<file path="src/rtl/spi_tpm_reg_bridge_if.sv">
// ---------------------------------------------------------------------------
// spi_tpm_reg_bridge_if
// Byte handshake with spi_periph plus the single-byte TPM register bus.
// Revision: 1.0
// ---------------------------------------------------------------------------
`default_nettype none

interface spi_tpm_reg_bridge_if;
  logic [7:0]  spi_data_i;
  logic [15:0] spi_addr_i;
  logic        spi_data_wr_i;
  logic        spi_wr_done_o;
  logic        spi_data_req_i;
  logic [7:0]  spi_data_o;
  logic        spi_data_rd_o;
  logic [15:0] reg_addr_o;
  logic [7:0]  reg_wdata_o;
  logic        reg_we_o;
  logic        reg_re_o;
  logic [7:0]  reg_rdata_i;
  logic        reg_ack_i;
  logic        timeout_o;

  // The bridge itself
  modport slave (
    input  spi_data_i, spi_addr_i, spi_data_wr_i, spi_data_req_i,
           reg_rdata_i, reg_ack_i,
    output spi_wr_done_o, spi_data_o, spi_data_rd_o,
           reg_addr_o, reg_wdata_o, reg_we_o, reg_re_o, timeout_o
  );

  // The surrounding environment (spi_periph side plus register file)
  modport master (
    output spi_data_i, spi_addr_i, spi_data_wr_i, spi_data_req_i,
           reg_rdata_i, reg_ack_i,
    input  spi_wr_done_o, spi_data_o, spi_data_rd_o,
           reg_addr_o, reg_wdata_o, reg_we_o, reg_re_o, timeout_o
  );
endinterface

`default_nettype wire

</file>
<file path="src/rtl/spi_tpm_reg_bridge.sv">
// ---------------------------------------------------------------------------
// spi_tpm_reg_bridge
// Turns spi_periph byte strobes into single-byte TPM register accesses.
// Revision: 1.0
// ---------------------------------------------------------------------------
`default_nettype none

module spi_tpm_reg_bridge #(
  parameter int NUM_LOCALITIES = 5,
  parameter int TIMEOUT        = 255
) (
  input  logic                   clk_i,
  input  logic                   rst_n_i,
  spi_tpm_reg_bridge_if.slave    bus
);

  localparam logic [4:0]  LOC_LIMIT   = 5'(NUM_LOCALITIES);
  localparam logic [15:0] TIMER_LIMIT = 16'(TIMEOUT);

  typedef enum logic [2:0] {
    IDLE    = 3'd0,
    WR_BUS  = 3'd1,
    WR_HOLD = 3'd2,
    RD_BUS  = 3'd3,
    RD_HOLD = 3'd4
  } state_t;

  state_t      state;
  logic [2:0]  wr_sync;
  logic [2:0]  req_sync;
  logic        wr_rise;
  logic        req_rise;
  logic        addr_valid;
  logic        rd_pending;
  logic [15:0] timer;

  logic        wr_done;
  logic [7:0]  data_out;
  logic        data_rd;
  logic [15:0] reg_addr;
  logic [7:0]  reg_wdata;
  logic        reg_we;
  logic        reg_re;
  logic        timeout_pulse;

  // Bits [1:0] form the synchronizer, bit [2] is the edge-history flop
  always_ff @(posedge clk_i or negedge rst_n_i) begin
    if (!rst_n_i) begin
      wr_sync  <= 3'b000;
      req_sync <= 3'b000;
    end else begin
      wr_sync  <= {wr_sync[1:0], bus.spi_data_wr_i};
      req_sync <= {req_sync[1:0], bus.spi_data_req_i};
    end
  end

  assign wr_rise    = wr_sync[1] & ~wr_sync[2];
  assign req_rise   = req_sync[1] & ~req_sync[2];
  assign addr_valid = ({1'b0, bus.spi_addr_i[15:12]} < LOC_LIMIT);

  always_ff @(posedge clk_i or negedge rst_n_i) begin
    if (!rst_n_i) begin
      state         <= IDLE;
      rd_pending    <= 1'b0;
      timer         <= 16'd0;
      wr_done       <= 1'b0;
      data_out      <= 8'h00;
      data_rd       <= 1'b0;
      reg_addr      <= 16'h0000;
      reg_wdata     <= 8'h00;
      reg_we        <= 1'b0;
      reg_re        <= 1'b0;
      timeout_pulse <= 1'b0;
    end else begin
      timeout_pulse <= 1'b0;
      // A read strobe arriving while a write is in flight waits its turn
      if (req_rise && (state == WR_BUS || state == WR_HOLD)) begin
        rd_pending <= 1'b1;
      end
      case (state)
        IDLE: begin
          if (wr_rise) begin
            rd_pending <= rd_pending | req_rise;
            if (addr_valid) begin
              reg_addr  <= bus.spi_addr_i;
              reg_wdata <= bus.spi_data_i;
              reg_we    <= 1'b1;
              timer     <= 16'd0;
              state     <= WR_BUS;
            end else begin
              wr_done <= 1'b1;
              state   <= WR_HOLD;
            end
          end else if (req_rise || rd_pending) begin
            rd_pending <= 1'b0;
            if (addr_valid) begin
              reg_addr <= bus.spi_addr_i;
              reg_re   <= 1'b1;
              timer    <= 16'd0;
              state    <= RD_BUS;
            end else begin
              data_out <= 8'hFF;
              data_rd  <= 1'b1;
              state    <= RD_HOLD;
            end
          end
        end
        WR_BUS: begin
          if (bus.reg_ack_i) begin
            reg_we  <= 1'b0;
            wr_done <= 1'b1;
            state   <= WR_HOLD;
          end else if (timer == TIMER_LIMIT) begin
            reg_we        <= 1'b0;
            wr_done       <= 1'b1;
            timeout_pulse <= 1'b1;
            state         <= WR_HOLD;
          end else begin
            timer <= timer + 16'd1;
          end
        end
        WR_HOLD: begin
          if (!wr_sync[1]) begin
            wr_done <= 1'b0;
            state   <= IDLE;
          end
        end
        RD_BUS: begin
          if (bus.reg_ack_i) begin
            data_out <= bus.reg_rdata_i;
            reg_re   <= 1'b0;
            data_rd  <= 1'b1;
            state    <= RD_HOLD;
          end else if (timer == TIMER_LIMIT) begin
            data_out      <= 8'hFF;
            reg_re        <= 1'b0;
            data_rd       <= 1'b1;
            timeout_pulse <= 1'b1;
            state         <= RD_HOLD;
          end else begin
            timer <= timer + 16'd1;
          end
        end
        RD_HOLD: begin
          // Level check so a strobe that dropped during a long access is not missed
          if (!req_sync[1]) begin
            data_rd <= 1'b0;
            state   <= IDLE;
          end
        end
        default: begin
          state <= IDLE;
        end
      endcase
    end
  end

  assign bus.spi_wr_done_o = wr_done;
  assign bus.spi_data_o    = data_out;
  assign bus.spi_data_rd_o = data_rd;
  assign bus.reg_addr_o    = reg_addr;
  assign bus.reg_wdata_o   = reg_wdata;
  assign bus.reg_we_o      = reg_we;
  assign bus.reg_re_o      = reg_re;
  assign bus.timeout_o     = timeout_pulse;

endmodule

`default_nettype wire

</file>
<file path="src/flat_wrapper.sv">
// flat-port wrapper written by rule: the top's interface ports become plain ports
module spi_tpm_reg_bridge_flat 
#(
  parameter int NUM_LOCALITIES = 5,
  parameter int TIMEOUT        = 255
)
  (clk_i, rst_n_i, bus_spi_data_i, bus_spi_addr_i, bus_spi_data_wr_i, bus_spi_data_req_i, bus_reg_rdata_i, bus_reg_ack_i, bus_spi_wr_done_o, bus_spi_data_o, bus_spi_data_rd_o, bus_reg_addr_o, bus_reg_wdata_o, bus_reg_we_o, bus_reg_re_o, bus_timeout_o);
  spi_tpm_reg_bridge_if bus_i ();
  input  logic clk_i;
  input  logic rst_n_i;
  input wire logic [$bits(bus_i.spi_data_i)-1:0] bus_spi_data_i;
  input wire logic [$bits(bus_i.spi_addr_i)-1:0] bus_spi_addr_i;
  input wire logic [$bits(bus_i.spi_data_wr_i)-1:0] bus_spi_data_wr_i;
  input wire logic [$bits(bus_i.spi_data_req_i)-1:0] bus_spi_data_req_i;
  input wire logic [$bits(bus_i.reg_rdata_i)-1:0] bus_reg_rdata_i;
  input wire logic [$bits(bus_i.reg_ack_i)-1:0] bus_reg_ack_i;
  output wire logic [$bits(bus_i.spi_wr_done_o)-1:0] bus_spi_wr_done_o;
  output wire logic [$bits(bus_i.spi_data_o)-1:0] bus_spi_data_o;
  output wire logic [$bits(bus_i.spi_data_rd_o)-1:0] bus_spi_data_rd_o;
  output wire logic [$bits(bus_i.reg_addr_o)-1:0] bus_reg_addr_o;
  output wire logic [$bits(bus_i.reg_wdata_o)-1:0] bus_reg_wdata_o;
  output wire logic [$bits(bus_i.reg_we_o)-1:0] bus_reg_we_o;
  output wire logic [$bits(bus_i.reg_re_o)-1:0] bus_reg_re_o;
  output wire logic [$bits(bus_i.timeout_o)-1:0] bus_timeout_o;
  assign bus_i.spi_data_i = bus_spi_data_i;
  assign bus_i.spi_addr_i = bus_spi_addr_i;
  assign bus_i.spi_data_wr_i = bus_spi_data_wr_i;
  assign bus_i.spi_data_req_i = bus_spi_data_req_i;
  assign bus_i.reg_rdata_i = bus_reg_rdata_i;
  assign bus_i.reg_ack_i = bus_reg_ack_i;
  assign bus_spi_wr_done_o = bus_i.spi_wr_done_o;
  assign bus_spi_data_o = bus_i.spi_data_o;
  assign bus_spi_data_rd_o = bus_i.spi_data_rd_o;
  assign bus_reg_addr_o = bus_i.reg_addr_o;
  assign bus_reg_wdata_o = bus_i.reg_wdata_o;
  assign bus_reg_we_o = bus_i.reg_we_o;
  assign bus_reg_re_o = bus_i.reg_re_o;
  assign bus_timeout_o = bus_i.timeout_o;
  spi_tpm_reg_bridge #(.NUM_LOCALITIES(NUM_LOCALITIES), .TIMEOUT(TIMEOUT)) u_core (.clk_i(clk_i), .rst_n_i(rst_n_i), .bus(bus_i));
endmodule
</file>
<file path="config.mk">
export PLATFORM = sky130hd
export DESIGN_NAME = spi_tpm_reg_bridge_flat
export DESIGN_NICKNAME = d
export VERILOG_FILES = /design/src/rtl/spi_tpm_reg_bridge_if.sv /design/src/rtl/spi_tpm_reg_bridge.sv /design/src/flat_wrapper.sv
export SDC_FILE = /design/constraint.sdc
export NUM_CORES = 1
export LEC_CHECK = 0
export CORE_ASPECT_RATIO = 1.75
export CORE_UTILIZATION = 38
export CTS_CLUSTER_SIZE = 25
export DETAILED_ROUTE_END_ITERATION = 7
export GPL_ROUTABILITY_DRIVEN = 0
export PLACE_DENSITY = 0.62
export SYNTH_ARGS = -nofsm -noshare
export SYNTH_HDL_FRONTEND = slang
export SYNTH_SLANG_ARGS = --single-unit
export TNS_END_PERCENT = 5
</file>
<file path="constraint.sdc">
create_clock -name clk_i -period 6 [get_ports clk_i]
set_input_delay 1.2 -clock clk_i [delete_from_list [all_inputs] [get_ports clk_i]]
set_output_delay 1.2 -clock clk_i [all_outputs]
set_load 0.02 [all_outputs]
</file>
Word-level counts from Yosys, hierarchy flattened
Index checks and enable logic that the tools add are counted.
{ "classes": {"magnitude_cmp": 1, "n_reduce_logical": 20, "n_mux": 51, "n_addsub": 1, "eq_ne": 17, "bitwise": 5} }
{ "ops": {"columns": ["cell", "n"], "rows": [
  ["$mux 16", 8],
  ["$mux 8", 5],
  ["$pmux 16 s2", 1],
  ["$mux 3", 9],
  ["$mux 1", 21],
  ["$reduce_and 5->1", 4],
  ["$add 16x1->16 const B", 1],
  ["$eq 16x8->1 const B", 1],
  ["$pmux 8 s2", 1],
  ["$pmux 3 s5", 1],
  ["$ne 2x2->1 const B", 6],
  ["$reduce_and 4->1", 2],
  ["$reduce_bool 2->1", 4],
  ["$eq 3x2->1 const B", 2],
  ["$ne 2x1->1 const B", 3],
  ["$pmux 1 s3", 2],
  ["$reduce_and 6->1", 1],
  ["$reduce_bool 3->1", 2],
  ["$lt 4x3->1 const B", 1],
  ["$pmux 1 s2", 2],
  ["$eq 3x1->1 const B", 1],
  ["$eq 3x3->1 const B", 1],
  ["$logic_not 3->1", 1],
  ["$ne 3x1->1 const B", 1],
  ["11 further kinds", 14]
]} }
{ "totals": {"input_bits": 37, "out_inout_bits": 37, "wordCells": 108, "regBits": 63} }

Longest topological paths before layout
Gate-level depths: netlist of run 1.
{ "logic_depth": {"word_depth": 7, "depth_mapped": 8, "ltp_nobuf": 6} }

Least setup slack after synthesis of run 1
Ideal clock, no wire load.
{ "synth_path": {"path_kind": "input-to-reg", "start": "input bus_spi_addr_i[12]", "end": "register u_core.reg_addr[13], in the netlist u_core.bus.reg_addr_o[13]", "cell_stages": 6, "arrival_time_ns": 2.464, "path_buffers": 2, "setup_ns": 0.125, "path_slack_ns": 3.411, "required_ns": 5.875, "path_cell_list": "o21ai_0 -> nand2b_1 -> clkbuf_1 -> nor3_2 -> buf_2 -> mux2_2"} }
{ "synth_via": {"elab_chain_len": 4} }
{ "synth_lines": {"columns": ["item", "line", "rtl"], "rows": [
  ["start, declared", "flat_wrapper.sv:12", "input wire logic [$bits(bus_i.spi_addr_i)-1:0] bus_spi_addr_i;"],
  ["$lt 4x3->1 *", "spi_tpm_reg_bridge.sv:59", "assign addr_valid = ({1'b0, bus.spi_addr_i[15:12]} < LOC_LIMIT);"],
  ["$mux 16 *", null, null],
  ["$mux 16", null, null],
  ["$mux 16 *", null, null],
  ["end signal, assigned", "spi_tpm_reg_bridge.sv:85", "reg_addr <= bus.spi_addr_i;"],
  ["end signal, assigned", "spi_tpm_reg_bridge.sv:97", "reg_addr <= bus.spi_addr_i;"],
  ["end, declared", "spi_tpm_reg_bridge.sv:40", "logic [15:0] reg_addr;"]
]} }
Mark *: on every way between the ends. The rest lies on a longest branch, timed or not. The select of a mux whose other input is x is not followed.
A chain may end at the register's enable or synchronous reset.

Worst setup path after layout of run 1
{ "layout_path": {"start": "input bus_spi_addr_i[12]", "end": "register u_core.reg_addr[5], in the netlist u_core.bus.reg_addr_o[5]"} }
Same word-level chain as after synthesis.

==> summary.md, run 1 <==
| Metric | Value |
|---|---|
| Sw frac | 32.4% |
| Largest net degree at the start of global routing | 64 |
| RSZ-0062 raised after global routing | false |
| CP startpoint kind | input port |
| Power per Cell Area | 469 nW/um^2 |
| Crit path time final | 3.07 ns |
| Row cnt | 40 |
| P&R area growth vs syn | 39.8% |
| WS Path Type | input port to flip-flop |
| Layout cells sized above 1 | 15.7% |
| TritonCTS Buffers | 9 |
| Dpl ws | 2.58 ns |
| Clock slew at reported path FFs | 0.05 ns |
| Clk root buf | clkbuf_16 |
| Tot Pwr | 1.79 mW |
| Synth warn | 0 |
| Commonest non-fill, non-tap cell in the layout | clkdlybuf4s50_1 |
| Setup TNS Final | 0 ns |
| Clock latency on the worst-skew pair | 0.33 ns |
| Core area | 6910 sq um |
| Vias per cell | 5.30 |
| Synth cell types | 44 |
| Fin. Hold Viols | 0 |
| Ranking of synthesized cells by area | dfrtp_1, mux2_2, nor2_1 |
| Least-Margin Pin Slew | 0.793 ns |
| Syn avg cell area | 11.5 sq um |
| Slew headroom | 47.2% |
| WP data required | 6.21 ns |
| Sequential element share of the synthesized area | 57.7% |
| Leak pwr | 1.61 nW |
| Worst VDD drop | 0.000281 V |
| Combinational share of power | 36.4% |
| Flop pwr share | 35.6% |
| Initial DRC count | 140 |
| Grt ovf | 0 |
| # Max-Cap Violations | 0 |
| Starting Density | 39.6% |
| CP Cell Sequence | clkdlybuf4s50_1 -> o21ai_0 -> nand2b_1 -> nor3_2 -> buf_4 -> mux2_2 |
| Setup Fix Bufs, Post-CTS | 0 |
| Area share of the largest cell type after synthesis | 57.7% |
| Post-CTS Hold Fix Bufs | 0 |
| Post-CTS resize count | 0 |
| Fmax | 326 MHz |
| Fin cells | 403 |
| ANT cells | 0 |
| Residual DRC count | 0 |
| Die height | 114 um |
| Full die area | 7550 sq um |
| RR Startpoint | u_core.state[0] |
| Slowest CP cell | nor3_2 |
| Cell Area, Placed | 3530 sq um |
| Hpwl dp | 4.72 mm |
| I/O Buffers | 73 |
| Dominant synthesized flop cell | dfrtp_1 |
| EDFF count, synth | 0 |
| Hold path startpoint | u_core.wr_sync[0] |
| Synth async-reset ratio | 100% |
| Placed Cells | 387 |
| Post-Syn Area | 2730 sq um |
| H-tree levels | 3 |
| Synth Instances | 237 |
| First-pass GRT wire length | 10.5 mm |
| Biggest area consumer among synthesized cells | dfrtp_1 |
| Max stage delay on crit path | 0.57 ns |
| DR vias | 2135 |
| Outcome | completed |
| Final Cycle Share | 51.1% |
| Clock network power share | 28.0% |
| Clock skew | 0.00373 ns |
| Crit path capture type | flip-flop |
| Routed wire per std cell | 15.8 um |
| Die width | 66.1 um |
| Crit-path max FO | 15 |
| Initial antenna violation count | 0 |
| Total Nets Final | 353 |
| Count of final max-slew check failures | 0 |
| GRT Overall Usage | 19.2% |
| Clock sink count | 63 |
| Vias in the first global route | 2215 |
| Pint | 1.21 mW |
| P_sw | 0.580 mW |
| Crit path launch | bus_spi_addr_i[12] |
| Final instance area | 3820 sq um |
| WL final | 6.38 mm |
| I/O pin total | 74 |
| Critical Path AT | 3.27 ns |
| Fill cells | 631 |
| DRT Pass-1 Iters | 5 |
| Synth Net Count | 276 |
| Post-route ant nets | 0 |
| Clock buffer depth | 2 |
| CTS tree | yes |
| Synth Register Bits | 63 |
| Final setup violation count | 0 |
| Post-layout worst setup margin | 2.93 ns |
| Most frequent cells in the layout | clkdlybuf4s50_1, dfrtp_1, nor2_1, mux2_2, nand2_1 |
| Hold Path Class | flip-flop to flip-flop |
## metrics by stage
stage	utilization, %	hold slack (ns)
6_report	55.3	0.345
5_1_grt	55.3	0.351
4_1_cts	55.3	0.346
3_5_place_dp	51.1	0.335
3_3_place_gp	51.1	0.338
2_1_floorplan	-	0.331
## Yosys cell counts, types with 2 or more instances
library cell and n:
nor3_2 2, a21o_1 2, nor3_1 5, nand2_1 18, nor2_1 23, clkbuf_1 4, nor4_1 3, nor2b_1 3
a41oi_1 2, xor2_1 2, mux2_2 23, dfrtp_1 63, and4_1 2, buf_2 3, o22a_1 8, inv_1 5
o31ai_1 3, nand4_1 8, nand2b_1 2, o21ai_0 11, a21oi_1 8, mux2i_1 4, ha_1 2, nand3_1 11
## critical path: cells and delay by family
kind | cells | cell delay, ns
buf+inv | 2 | 0.75
mux | 1 | 0.36
compound gates | 1 | 0.16
simple gates | 2 | 0.80
## final timing paths
check	to	slack, ns	cells past startpoint
min in group asynchronous	u_core.bus.timeout_o	1.02	2
min reg2reg	u_core.wr_sync[1]	0.34	0
max reg2reg	u_core.bus.reg_addr_o[5]	3.70	4
max	u_core.bus.reg_addr_o[5]	2.93	6
min	u_core.wr_sync[1]	0.34	0
max in group asynchronous	u_core.wr_sync[2]	4.43	2
## power groups by stage
stage                     registers [mW]  clock network [mW]  logic, mW
after floorplan                    0.751                   0      0.249
after CTS                          0.639               0.516      0.662
after detailed placement           0.644                   0      0.659
final                              0.638               0.503      0.653
after global routing               0.657               0.533      0.697
after global placement             0.642                   0      0.656
## sequential cells by signal (all words and copies together), names as in the netlist
register                  flops
u_core.bus.reg_addr_o        16
u_core.bus.reg_re_o           1
u_core.bus.reg_wdata_o        8
u_core.bus.reg_we_o           1
u_core.bus.spi_data_o         8
u_core.bus.spi_data_rd_o      1
u_core.bus.spi_wr_done_o      1
u_core.bus.timeout_o          1
u_core.rd_pending             1
u_core.req_sync               3
u_core.state                  3
u_core.timer                 16
u_core.wr_sync                3
## cell type report
class	instances	area, sq um	share of cell area [%]
Sequential cell	63	1580	41.2
Multi-Input combinational cell	160	1090	28.5
Timing Repair Buffer	75	741	19.4
Clock buffer	12	246	6.45
Tap cell	84	105	2.75
Clock inverter	4	45.0	1.18
Inverter	5	18.8	0.491
## routing by layer
metal  wire length [um]  share of wire [%]  track usage, %  up-vias
li1                   -                  -               -     1003
met1               2390                 37            20.2     1053
met2               3490                 55            32.7       58
met3                235                3.7            5.28       21
met4                261                4.1            12.6        0
met5                  0                  0               0        -
## cells by family (layout without fill, tap and decap cells)
kind of cell | Yosys count | after routing | synth area share [%]
multiplexers | 28 | 28 | 11.4
adder cells (fa/ha/maj) | 2 | 2 | 0.915
AND/OR/NAND/NOR | 85 | 85 | 15.7
XOR/XNOR | 3 | 3 | 0.961
flip-flops | 63 | 63 | 57.7
buffers and inverters | 14 | 96 | 2.47
AO/OA/AOI/OAI | 42 | 42 | 10.9
Note: power is estimated with default switching activity, not from simulation.
==> inputs of run 2 (changes only) <==
PLACE_DENSITY = 0.65   (was 0.62)
clock period = 2.5 ns   (was 6 ns; I/O delays follow)
==> summary.md, run 2 (synthesis results as in run 1) <==
| Metric | Value |
|---|---|
| CTS tree | yes (unchanged) |
| Row cnt | 40 (unchanged) |
| ANT cells | 0 (unchanged) |
| Outcome | completed (unchanged) |
| Routed wire per std cell | 16.1 um (was 15.8 um) |
| Vias per cell | 5.36 (was 5.30) |
| Die width | 66.1 um (unchanged) |
| Layout cells sized above 1 | 17.2% (was 15.7%) |
| Most frequent cells in the layout | clkdlybuf4s50_1, dfrtp_1, nor2_1, mux2_2, nand2_1 (unchanged) |
| Dpl ws | 0.136 ns (was 2.58 ns) |
| Fmax | 464 MHz |
| Die height | 114 um (unchanged) |
| Final setup violation count | 0 (unchanged) |
| Clock sink count | 63 (unchanged) |
| Grt ovf | 0 (unchanged) |
| # Max-Cap Violations | 0 (unchanged) |
| Least-Margin Pin Slew | 0.667 ns (was 0.793 ns) |
| Setup TNS Final | 0 ns (unchanged) |
| Hold Path Class | input port to async pin (was flip-flop to flip-flop) |
| Hpwl dp | 4.99 mm (was 4.72 mm) |
| Clock buffer depth | 2 (unchanged) |
| Cell Area, Placed | 3590 sq um (was 3530 sq um) |
| Starting Density | 39.6% (unchanged) |
| Final instance area | 3870 sq um (was 3820 sq um) |
| Initial DRC count | 137 (was 140) |
| Multi-input gate area | 1090 sq um (unchanged) |
| I/O pin total | 74 (unchanged) |
| Clock latency on the worst-skew pair | 0.32 ns (was 0.33 ns) |
| Crit path capture type | flip-flop (unchanged) |
| Crit-path max FO | 8 (was 15) |
| RSZ-0062 raised after global routing | false (unchanged) |
| DRT Pass-1 Iters | 4 (was 5) |
| Clock slew at reported path FFs | 0.05 ns (about the same) |
| Post-CTS resize count | 0 (unchanged) |
| Slowest CP cell | or3_1 (was nor3_2) |
| Max stage delay on crit path | 0.51 ns (was 0.57 ns) |
| Clock skew | 0.00444 ns (was 0.00373 ns) |
| Power per Cell Area | 1110 nW/um^2 (was 469 nW/um^2) |
| DR vias | 2198 (was 2135) |
| Fin. Hold Viols | 0 (unchanged) |
| I/O Buffers | 73 (unchanged) |
| Register area | 1580 sq um (unchanged) |
| H-tree levels | 3 (unchanged) |
| P&R area growth vs syn | 41.5% (was 39.8%) |
| Fill cells | 606 (was 631) |
| Worst VDD drop | 0.000907 V (was 0.000281 V) |
| WL final | 6.61 mm (was 6.38 mm) |
| CP Cell Sequence | or3_1 -> or4_4 -> o211a_2 -> nand2_2 -> mux2_1 (was clkdlybuf4s50_1 -> o21ai_0 -> nand2b_1 -> nor3_2 -> buf_4 -> mux2_2) |
| Full die area | 7550 sq um (unchanged) |
| Commonest non-fill, non-tap cell in the layout | clkdlybuf4s50_1 (unchanged) |
| Placed Cells | 395 (was 387) |
| Count of final max-slew check failures | 0 (unchanged) |
| Largest net degree at the start of global routing | 23 (was 64) |
| Post-CTS Hold Fix Bufs | 0 (unchanged) |
| Crit path time final | 2.15 ns |
| Residual DRC count | 0 (unchanged) |
| Post-route ant nets | 0 (unchanged) |
| Leak pwr | 1.64 nW (was 1.61 nW) |
| WS Path Type | flip-flop to flip-flop (was input port to flip-flop) |
| Final Cycle Share | 86.2% |
| Vias in the first global route | 2242 (was 2215) |
| Fin cells | 410 (was 403) |
| Total Nets Final | 361 (was 353) |
| Initial antenna violation count | 0 (unchanged) |
| Post-layout worst setup margin | 0.346 ns (was 2.93 ns) |
| WP data required | 2.71 ns (was 6.21 ns) |
| First-pass GRT wire length | 10.7 mm (was 10.5 mm) |
| CP startpoint kind | flip-flop (was input port) |
| Clk root buf | clkbuf_16 (unchanged) |
| Slew headroom | 55.1% (was 47.2%) |
| Critical Path AT | 2.36 ns (was 3.27 ns) |
| GRT Overall Usage | 19.3% (was 19.2%) |
| Setup Fix Bufs, Post-CTS | 0 (unchanged) |
| Core area | 6910 sq um (unchanged) |
| TritonCTS Buffers | 9 (unchanged) |
==> run 2: changes by cell type in the layout (fill, tap and decap cells not counted) <==
cell / previous run / this run
buf_4: 2 / 10
clkinv_2: 3 / 0
clkbuf_8: 1 / 3
bufinv_16: 1 / 0
clkbuf_1: 2 / 3
==> run 2: worst paths after layout <==
path / start / to / slack, ns / cells past startpoint
setup / recovery: u_core.state[0] / u_core.state[1] / 0.35 / 5
hold / removal: rst_n_i / u_core.bus.spi_data_o[4] / 0.13 / 1
setup reg to reg: u_core.state[0] / u_core.state[1] / 0.35 / 5
hold reg to reg: u_core.wr_sync[0] / u_core.wr_sync[1] / 0.35 / 0
max in group asynchronous: rst_n_i / u_core.state[0] / 1.78 / 2
min in group clk_i: u_core.wr_sync[0] / u_core.wr_sync[1] / 0.35 / 0
==> run 2: layout make-up <==
class                      count  area share (%)
clock buffer                  15            7.18
inverter                       5           0.485
multi-input combinational    160            28.2
sequential                    63            40.8
tap                           84            2.72
timing repair buffer          83            20.7
==> run 2: metal layers <==
layer / up-vias / track usage, % / share of wire [%] / wire, um
met4: 0 / 13.2 / 2.8 / 186
met1: 1095 / 20.2 / 38 / 2490
met3: 12 / 3.78 / 3.3 / 217
met5: - / 0 / 0 / 0
li1: 1028 / - / - / -
met2: 63 / 33.8 / 56 / 3720
==> run 2: where the power goes <==
part	internal [mW]	switching [mW]	leakage, nW
clock network	0.745	0.392	0.136
logic	0.825	0.801	0.741
registers	1.32	0.191	0.766
==> run 2: through the flow <==
stage / hold slack [ns] / total power, mW / util, %
detailed placement: 0.337 / 3.16 / 52.0
CTS: 0.138 / 4.34 / 56.0
global placement: 0.334 / 3.15 / 52.0
finish: 0.132 / 4.28 / 56.0
global route: 0.173 / 4.49 / 56.0
floorplan: 0.204 / 2.40 / -
==> run 2: worst max-delay path, delay by kind of cell (launching register included) <==
kind,cells,cell delay (ns)
AOI/OAI and AO/OA,1,0.16
DFF,1,0.46
muxes,1,0.31
and+or+nand+nor,3,1.09
==> inputs of run 3 (changes only) <==
ABC_AREA = 1   (was unset)
PLACE_DENSITY = 0.64   (was 0.65)
SLEW_MARGIN = 20   (was unset)
==> summary.md, run 3 <==
| Metric | Value |
|---|---|
| GR Util met2 | 33.7% (was 33.8%) |
| Slowest CP cell | dfrtp_1 (was or3_1) |
| Fmax | 496 MHz (was 464 MHz) |
| ANT cells | 0 (unchanged) |
| GR Layer Usage met3 | 4.87% (was 3.78%) |
| Final instance area | 4170 sq um (was 3870 sq um) |
| Crit path time final | 2.02 ns (was 2.15 ns) |
| Biggest area consumer among synthesized cells | dfrtp_1 (unchanged) |
| Critical Path AT | 2.23 ns (was 2.36 ns) |
| Area share of the largest cell type after synthesis | 52.1% (was 57.7%) |
| Hpwl dp | 5.36 mm (was 4.99 mm) |
| Clock slew at reported path FFs | 0.05 ns (about the same) |
| Most common cell in the netlist | nand2_1 (was dfrtp_1) |
| WHS | 0.165 ns (was 0.132 ns) |
| CP Cell Sequence | ha_1 -> nand3_1 -> nor2_1 -> nand2_1 -> nand2_1 -> nand3_4 -> nand2_1 -> nand2_1 (was or3_1 -> or4_4 -> o211a_2 -> nand2_2 -> mux2_1) |
| Post-route ant nets | 0 (unchanged) |
| Setup Fix Bufs, Post-CTS | 0 (unchanged) |
| Synth cell types | 28 (was 44) |
| Post-Syn Area | 3030 sq um (was 2730 sq um) |
| Post-CTS Hold Fix Bufs | 0 (unchanged) |
| P&R area growth vs syn | 37.8% (was 41.5%) |
| Power per Cell Area | 1160 nW/um^2 (was 1110 nW/um^2) |
| Count of final max-slew check failures | 0 (unchanged) |
| Clock sink count | 63 (unchanged) |
| RSZ-0062 raised after global routing | false (unchanged) |
| Synth warn | 0 (unchanged) |
| TritonCTS Buffers | 9 (unchanged) |
| Most frequent CP cell | nand2_1 |
| Final Cycle Share | 80.7% (was 86.2%) |
| DRT Pass-1 Iters | 5 (was 4) |
| WL final | 7.32 mm (was 6.61 mm) |
| Clk root buf | clkbuf_16 (unchanged) |
| Leak pwr | 2.07 nW (was 1.64 nW) |
| Vias per cell | 4.98 (was 5.36) |
| Cell Area, Placed | 3870 sq um (was 3590 sq um) |
| WP data required | 2.71 ns (about the same) |
| Die height | 120 um (was 114 um) |
| Core area | 7620 sq um (was 6910 sq um) |
| Placed Cells | 536 (was 395) |
| Max stage delay on crit path | 0.40 ns (was 0.51 ns) |
| H-tree levels | 3 (unchanged) |
| Slew headroom | 58.7% (was 55.1%) |
| Synth Area in Simple Gates | 34.4% (was 15.7%) |
| Routed wire per std cell | 13.3 um (was 16.1 um) |
| Post-CTS resize count | 0 (unchanged) |
| Layout cells sized above 1 | 6.70% (was 17.2%) |
| CTS tree | yes (unchanged) |
| Synth Register Bits | 63 (unchanged) |
| Full die area | 8340 sq um (was 7550 sq um) |
| Fin. Hold Viols | 0 (unchanged) |
| Synth async-reset ratio | 100% (unchanged) |
| Die width | 69.5 um (was 66.1 um) |
| GR peak layer | met2 (unchanged) |
| Synth Net Count | 416 (was 276) |
| Crit path launch | u_core.timer[0] (was u_core.state[0]) |
| Crit-path max FO | 12 (was 8) |
| Clock buffer depth | 2 (unchanged) |
| XOR/XNOR Fraction of Synth Area | 2.32% (was 0.961%) |
| Least-Margin Pin Slew | 0.615 ns (was 0.667 ns) |
| Largest net degree at the start of global routing | 64 (was 23) |
| Row cnt | 42 (was 40) |
| Vias in the first global route | 2721 (was 2242) |
| Most frequent cells in the layout | nand2_1, clkdlybuf4s50_1, dfrtp_1 (was clkdlybuf4s50_1, dfrtp_1, nor2_1, mux2_2, nand2_1) |
| Clock latency on the worst-skew pair | 0.33 ns (was 0.32 ns) |
| Worst VDD drop | 0.000491 V (was 0.000907 V) |
| Commonest non-fill, non-tap cell in the layout | nand2_1 (was clkdlybuf4s50_1) |
| Total Nets Final | 498 (was 361) |
| Outcome | completed (unchanged) |
| Dominant synthesized flop cell | dfrtp_1 (unchanged) |
| Dpl ws | 0.364 ns (was 0.136 ns) |
| Setup TNS Final | 0 ns (unchanged) |
| Hold Path Class | input port to async pin (unchanged) |
| Crit path capture type | flip-flop (unchanged) |
| Starting Density | 39.7% (was 39.6%) |
| Ranking of synthesized cells by area | dfrtp_1, nand2_1, nand3_1 (was dfrtp_1, mux2_2, nor2_1) |
| Tot Pwr | 4.85 mW (was 4.28 mW) |
| Met1 usage | 20.3% (was 20.2%) |
| Post-synthesis mux area share | 0.331% (was 11.4%) |
| Post-layout worst setup margin | 0.482 ns (was 0.346 ns) |
| EDFF count, synth | 0 (unchanged) |
| GRT Overall Usage | 19.0% (was 19.3%) |
| Initial DRC count | 171 (was 137) |
| Residual DRC count | 0 (unchanged) |
| DR vias | 2746 (was 2198) |
| Final setup violation count | 0 (unchanged) |
| # Max-Cap Violations | 0 (unchanged) |
| Sequential element share of the synthesized area | 52.1% (was 57.7%) |
| First-pass GRT wire length | 12.4 mm (was 10.7 mm) |
| Util after Layout | 54.7% (was 56.0%) |
| RR Startpoint | u_core.timer[0] (was u_core.state[0]) |
| Synth Area in Adders | 0.827% (was 0.915%) |
| Synth top cells by count | nand2_1, dfrtp_1, nand3_1 (was dfrtp_1, mux2_2, nor2_1) |
| Clock skew | 0.00612 ns (was 0.00444 ns) |
| Fin cells | 551 (was 410) |
| Syn avg cell area | 8.02 sq um (was 11.5 sq um) |
| Grt ovf | 0 (unchanged) |
| CP startpoint kind | flip-flop (unchanged) |
| I/O pin total | 74 (unchanged) |
| WS Path Type | flip-flop to flip-flop (unchanged) |
| Synth Instances | 377 (was 237) |
| Initial antenna violation count | 0 (unchanged) |
| Largest family of logic cells by synthesized area | simple AND/OR/NAND/NOR gates (unchanged) |
| Synth Area in Compound Gates | 3.85% (was 10.9%) |
| I/O Buffers | 73 (unchanged) |
-- run 3: cell count changes in the layout (fill, tap and decap cells not counted), moves of 5 or more --
cell,delta
nand2_1,+127
o22a_1,-8
buf_4,-6
mux2_2,-23
inv_1,+30
o21ai_0,-5
nand3_1,+30
-- run 3: logic make-up after synthesis --
family,after synthesis
simple gates,238
flops,63
buf+inv,45
compound gates,20
xor+xnor,8
fa+ha+maj,2
mux,1
-- run 3: worst max-delay path: cells and delay by family, from the launching register on --
kind / cells / cell delay, ns
simple gates: 7 / 1.30
flops: 1 / 0.40
fa+ha+maj: 1 / 0.20
-- run 3: worst paths after layout --
check                                      endpoint  slack [ns]  cells past startpoint
min                        u_core.bus.reg_addr_o[2]        0.17                      2
max in group asynchronous        u_core.req_sync[0]        2.03                      2
min in group clk_i               u_core.req_sync[1]        0.34                      0
max reg2reg                u_core.bus.spi_data_o[3]        0.48                      8
max                        u_core.bus.spi_data_o[3]        0.48                      8
min reg2reg                      u_core.req_sync[1]        0.34                      0
-- run 3: per-layer routing --
| layer | up-vias | share of wire (%) |
|---|---|---|
| li1 | 1367 | - |
| met1 | 1261 | 38 |
| met2 | 97 | 53 |
| met3 | 21 | 5.4 |
| met4 | 0 | 3.2 |
| met5 | - | 0 |
-- run 3: report_power, final --
part           leakage [nW]  switching (mW)  total [mW]  internal, mW
registers             0.796           0.232        1.61          1.37
clock network         0.145           0.411        1.23         0.817
logic                  1.13            1.15        2.01         0.865
total                  2.07            1.79        4.85          3.06
-- run 3: layout make-up --
cell class / instances / area [sq um]
Clock buffer: 12 / 256
Clock inverter: 3 / 42.5
Fill cell: 714 / 3450
Inverter: 38 / 143
Multi-Input combinational cell: 269 / 1260
Sequential cell: 63 / 1580
Tap cell: 88 / 110
Timing Repair Buffer: 78 / 776
==> RTL change (config.mk and constraints of run 3) <==
Encoding of `state_t`: now one-hot (5 bits for 5 states).
--- a/src/rtl/spi_tpm_reg_bridge.sv
+++ b/src/rtl/spi_tpm_reg_bridge.sv
@@ -17,12 +17,12 @@
   localparam logic [4:0]  LOC_LIMIT   = 5'(NUM_LOCALITIES);
   localparam logic [15:0] TIMER_LIMIT = 16'(TIMEOUT);
 
-  typedef enum logic [2:0] {
-    IDLE    = 3'd0,
-    WR_BUS  = 3'd1,
-    WR_HOLD = 3'd2,
-    RD_BUS  = 3'd3,
-    RD_HOLD = 3'd4
+  typedef enum logic [4:0] {
+    IDLE    = 5'b00001,
+    WR_BUS  = 5'b00010,
+    WR_HOLD = 5'b00100,
+    RD_BUS  = 5'b01000,
+    RD_HOLD = 5'b10000
   } state_t;
 
   state_t      state;
Formal check against the unedited RTL: no difference found for any inputs over 10 cycles, from zero or initial values and one cycle with rst_n_i low; not proved beyond that.
==> RTL change against run 3 <==
Synthesized area rose by 7.2%. Clock power grew 8%. Wire length grew 3.6%. Total power is 2.2% lower. Sequential share of layout area shrank 0.61 points. Sequential cell count up 2. Critical path type unchanged. Critical endpoint is now u_core.bus.spi_data_o[7]$_DFFE_PN0P_. Design area rose by 5.0%. Highest routed layer unchanged. Worst setup slack worse by 3.1 ps. Largest cell class unchanged.
==> RTL change: results <==
[place]
io_buffers = 73
dp_hpwl_microns = 5620

[critical_path]
slowest_delay_ps = 450
critPathMaxFanout = 16
cp.arrival_ps = 2230
crit_slowest_cell = "dfrtp_1"
cp_top_family = "simple AND/OR/NAND/NOR gates"

[clock_tree]
ctsRootBufferMaster = "clkbuf_16"
clk_latency_ps = 330
numCtsBuffers = 9
clk_pin_slew_ps = 50
post_cts_resized = 0
clockBufferDepth = 2
h-tree-depth = 3
cts_setup_buffers = 0

[synth]
synthTopCellsByCount = "138 x nand2_1, 64 x dfrtp_1, 45 x inv_1, 35 x nor2_1, 26 x nand3_1"
ys_seq_area_share_pct = 50.2
ys_warn_count = 0
synth_ff_type = "dfrtp_1"
syn_nets = 443
synth_cell_type_count = 31
synthArstFlopShare_pct = 100
synth_area_leaders = "dfrtp_1 49%, nand2_1 16%, inv_1 5.2%"

[pwr]
peakVddDrop_mv = 0.692
leakagePower_nw = 2.16

[status]
outcome = "finished, final reports clean"

[worst_hold_path]
min-delay-path-class = "in2async"

[routing]
drtIter0Drc = 175
first_pass_iters = 4
viasPerCell = 4.91
wl_microns = 7580

[global_route]
grt_pass1_vias = 2797
grt_usage_pct = 18.7
grt_pass1_wl_microns = 12600
grt_max_degree = 48
antenna_found_initial = 0

[sta]
setup_viol = 0
skew_ps = 3.59
slew-limit-headroom_pct = 34.4

[finish]
diodes = 0
finalNetCount = 521
fill_cells = 793
final_layout_size_suffix_gt1_share_pct = 11.5
[RTL change: changes by cell type after synthesis, sizes merged, moves of 3 or more]
cell	before	now
nand2	149	146
nor2	29	44
a21oi	9	4
o21ai	8	24
inv	38	50
nor3	6	11
nand3	42	32
[RTL change: area by class of cell]
class,count,share of cell area [%]
Clock inverter,3,1.49
Tap cell,92,2.63
Timing Repair Buffer,74,17.0
Sequential cell,65,37.2
Clock buffer,11,5.78
Inverter,50,4.29
Multi-Input combinational cell,283,31.6
[RTL change: path summary, 6_finish.rpt]
| path | from | to | slack (ps) | cells past startpoint |
|---|---|---|---|---|
| worst max-delay path | u_core.timer[0]$_DFFE_PN0P_ | u_core.bus.spi_data_o[7]$_DFFE_PN0P_ | 480 | 10 |
| worst min-delay path | rst_n_i | u_core.bus.reg_addr_o[2]$_DFFE_PN0P_ | 110 | 1 |
| worst max register to register | u_core.timer[0]$_DFFE_PN0P_ | u_core.bus.spi_data_o[7]$_DFFE_PN0P_ | 480 | 10 |
| worst min register to register | u_core.req_sync[0]$_DFF_PN0_ | u_core.req_sync[1]$_DFF_PN0_ | 350 | 0 |
| max in group asynchronous | rst_n_i | u_core.state[0]$_DFFE_PN1P_ | 1730 | 2 |
| min in group clk_i | u_core.req_sync[0]$_DFF_PN0_ | u_core.req_sync[1]$_DFF_PN0_ | 350 | 0 |
[RTL change: where the power goes]
group,leakage [nW],internal (mW),switching (mW)
Combinational,1.18,0.790,1.05
Sequential,0.818,1.37,0.191
Clock,0.157,0.913,0.422
Total,2.16,3.08,1.67
[RTL change: kinds of logic (layout without fill, tap and decap cells)]
| family | count (synthesis) | in the layout | share of synthesized area (%) |
|---|---|---|---|
| compound gates | 29 | 29 | 5.48 |
| xor+xnor | 7 | 7 | 1.89 |
| fa+ha+maj | 1 | 1 | 0.386 |
| buf+inv | 57 | 138 | 7.33 |
| flops | 65 | 65 | 50.2 |
| simple gates | 246 | 246 | 34.7 |
[RTL change: metrics by stage]
step           std cells  total power, mW  setup WS, ps  cell area, sq um
6_report             578             4.74           479              4370
3_5_place_dp         564             3.44           397              4060
2_1_floorplan        405             2.68           863              3240
4_1_cts              578             4.80           476              4370
3_3_place_gp         564             3.42           434              4060
5_1_grt              578             5.04           278              4370
[RTL change: worst reg2reg max path, delay by kind of cell (launching register included)]
kind | cells | cell delay, ps
flip-flops | 1 | 450
AND/OR/NAND/NOR | 6 | 870
adder cells (fa/ha/maj) | 1 | 360
AO/OA/AOI/OAI | 1 | 60
buffers and inverters | 2 | 170
[RTL change: per-layer routing]
metal	vias to the layer above	wire length [microns]	GRT usage [%]	part of all wire [%]
li1	1421	-	-	-
met1	1328	2890	19.1	38
met2	71	4060	33.6	54
met3	20	328	3.96	4.3
met4	0	308	12.7	4.1
met5	-	0	0	0
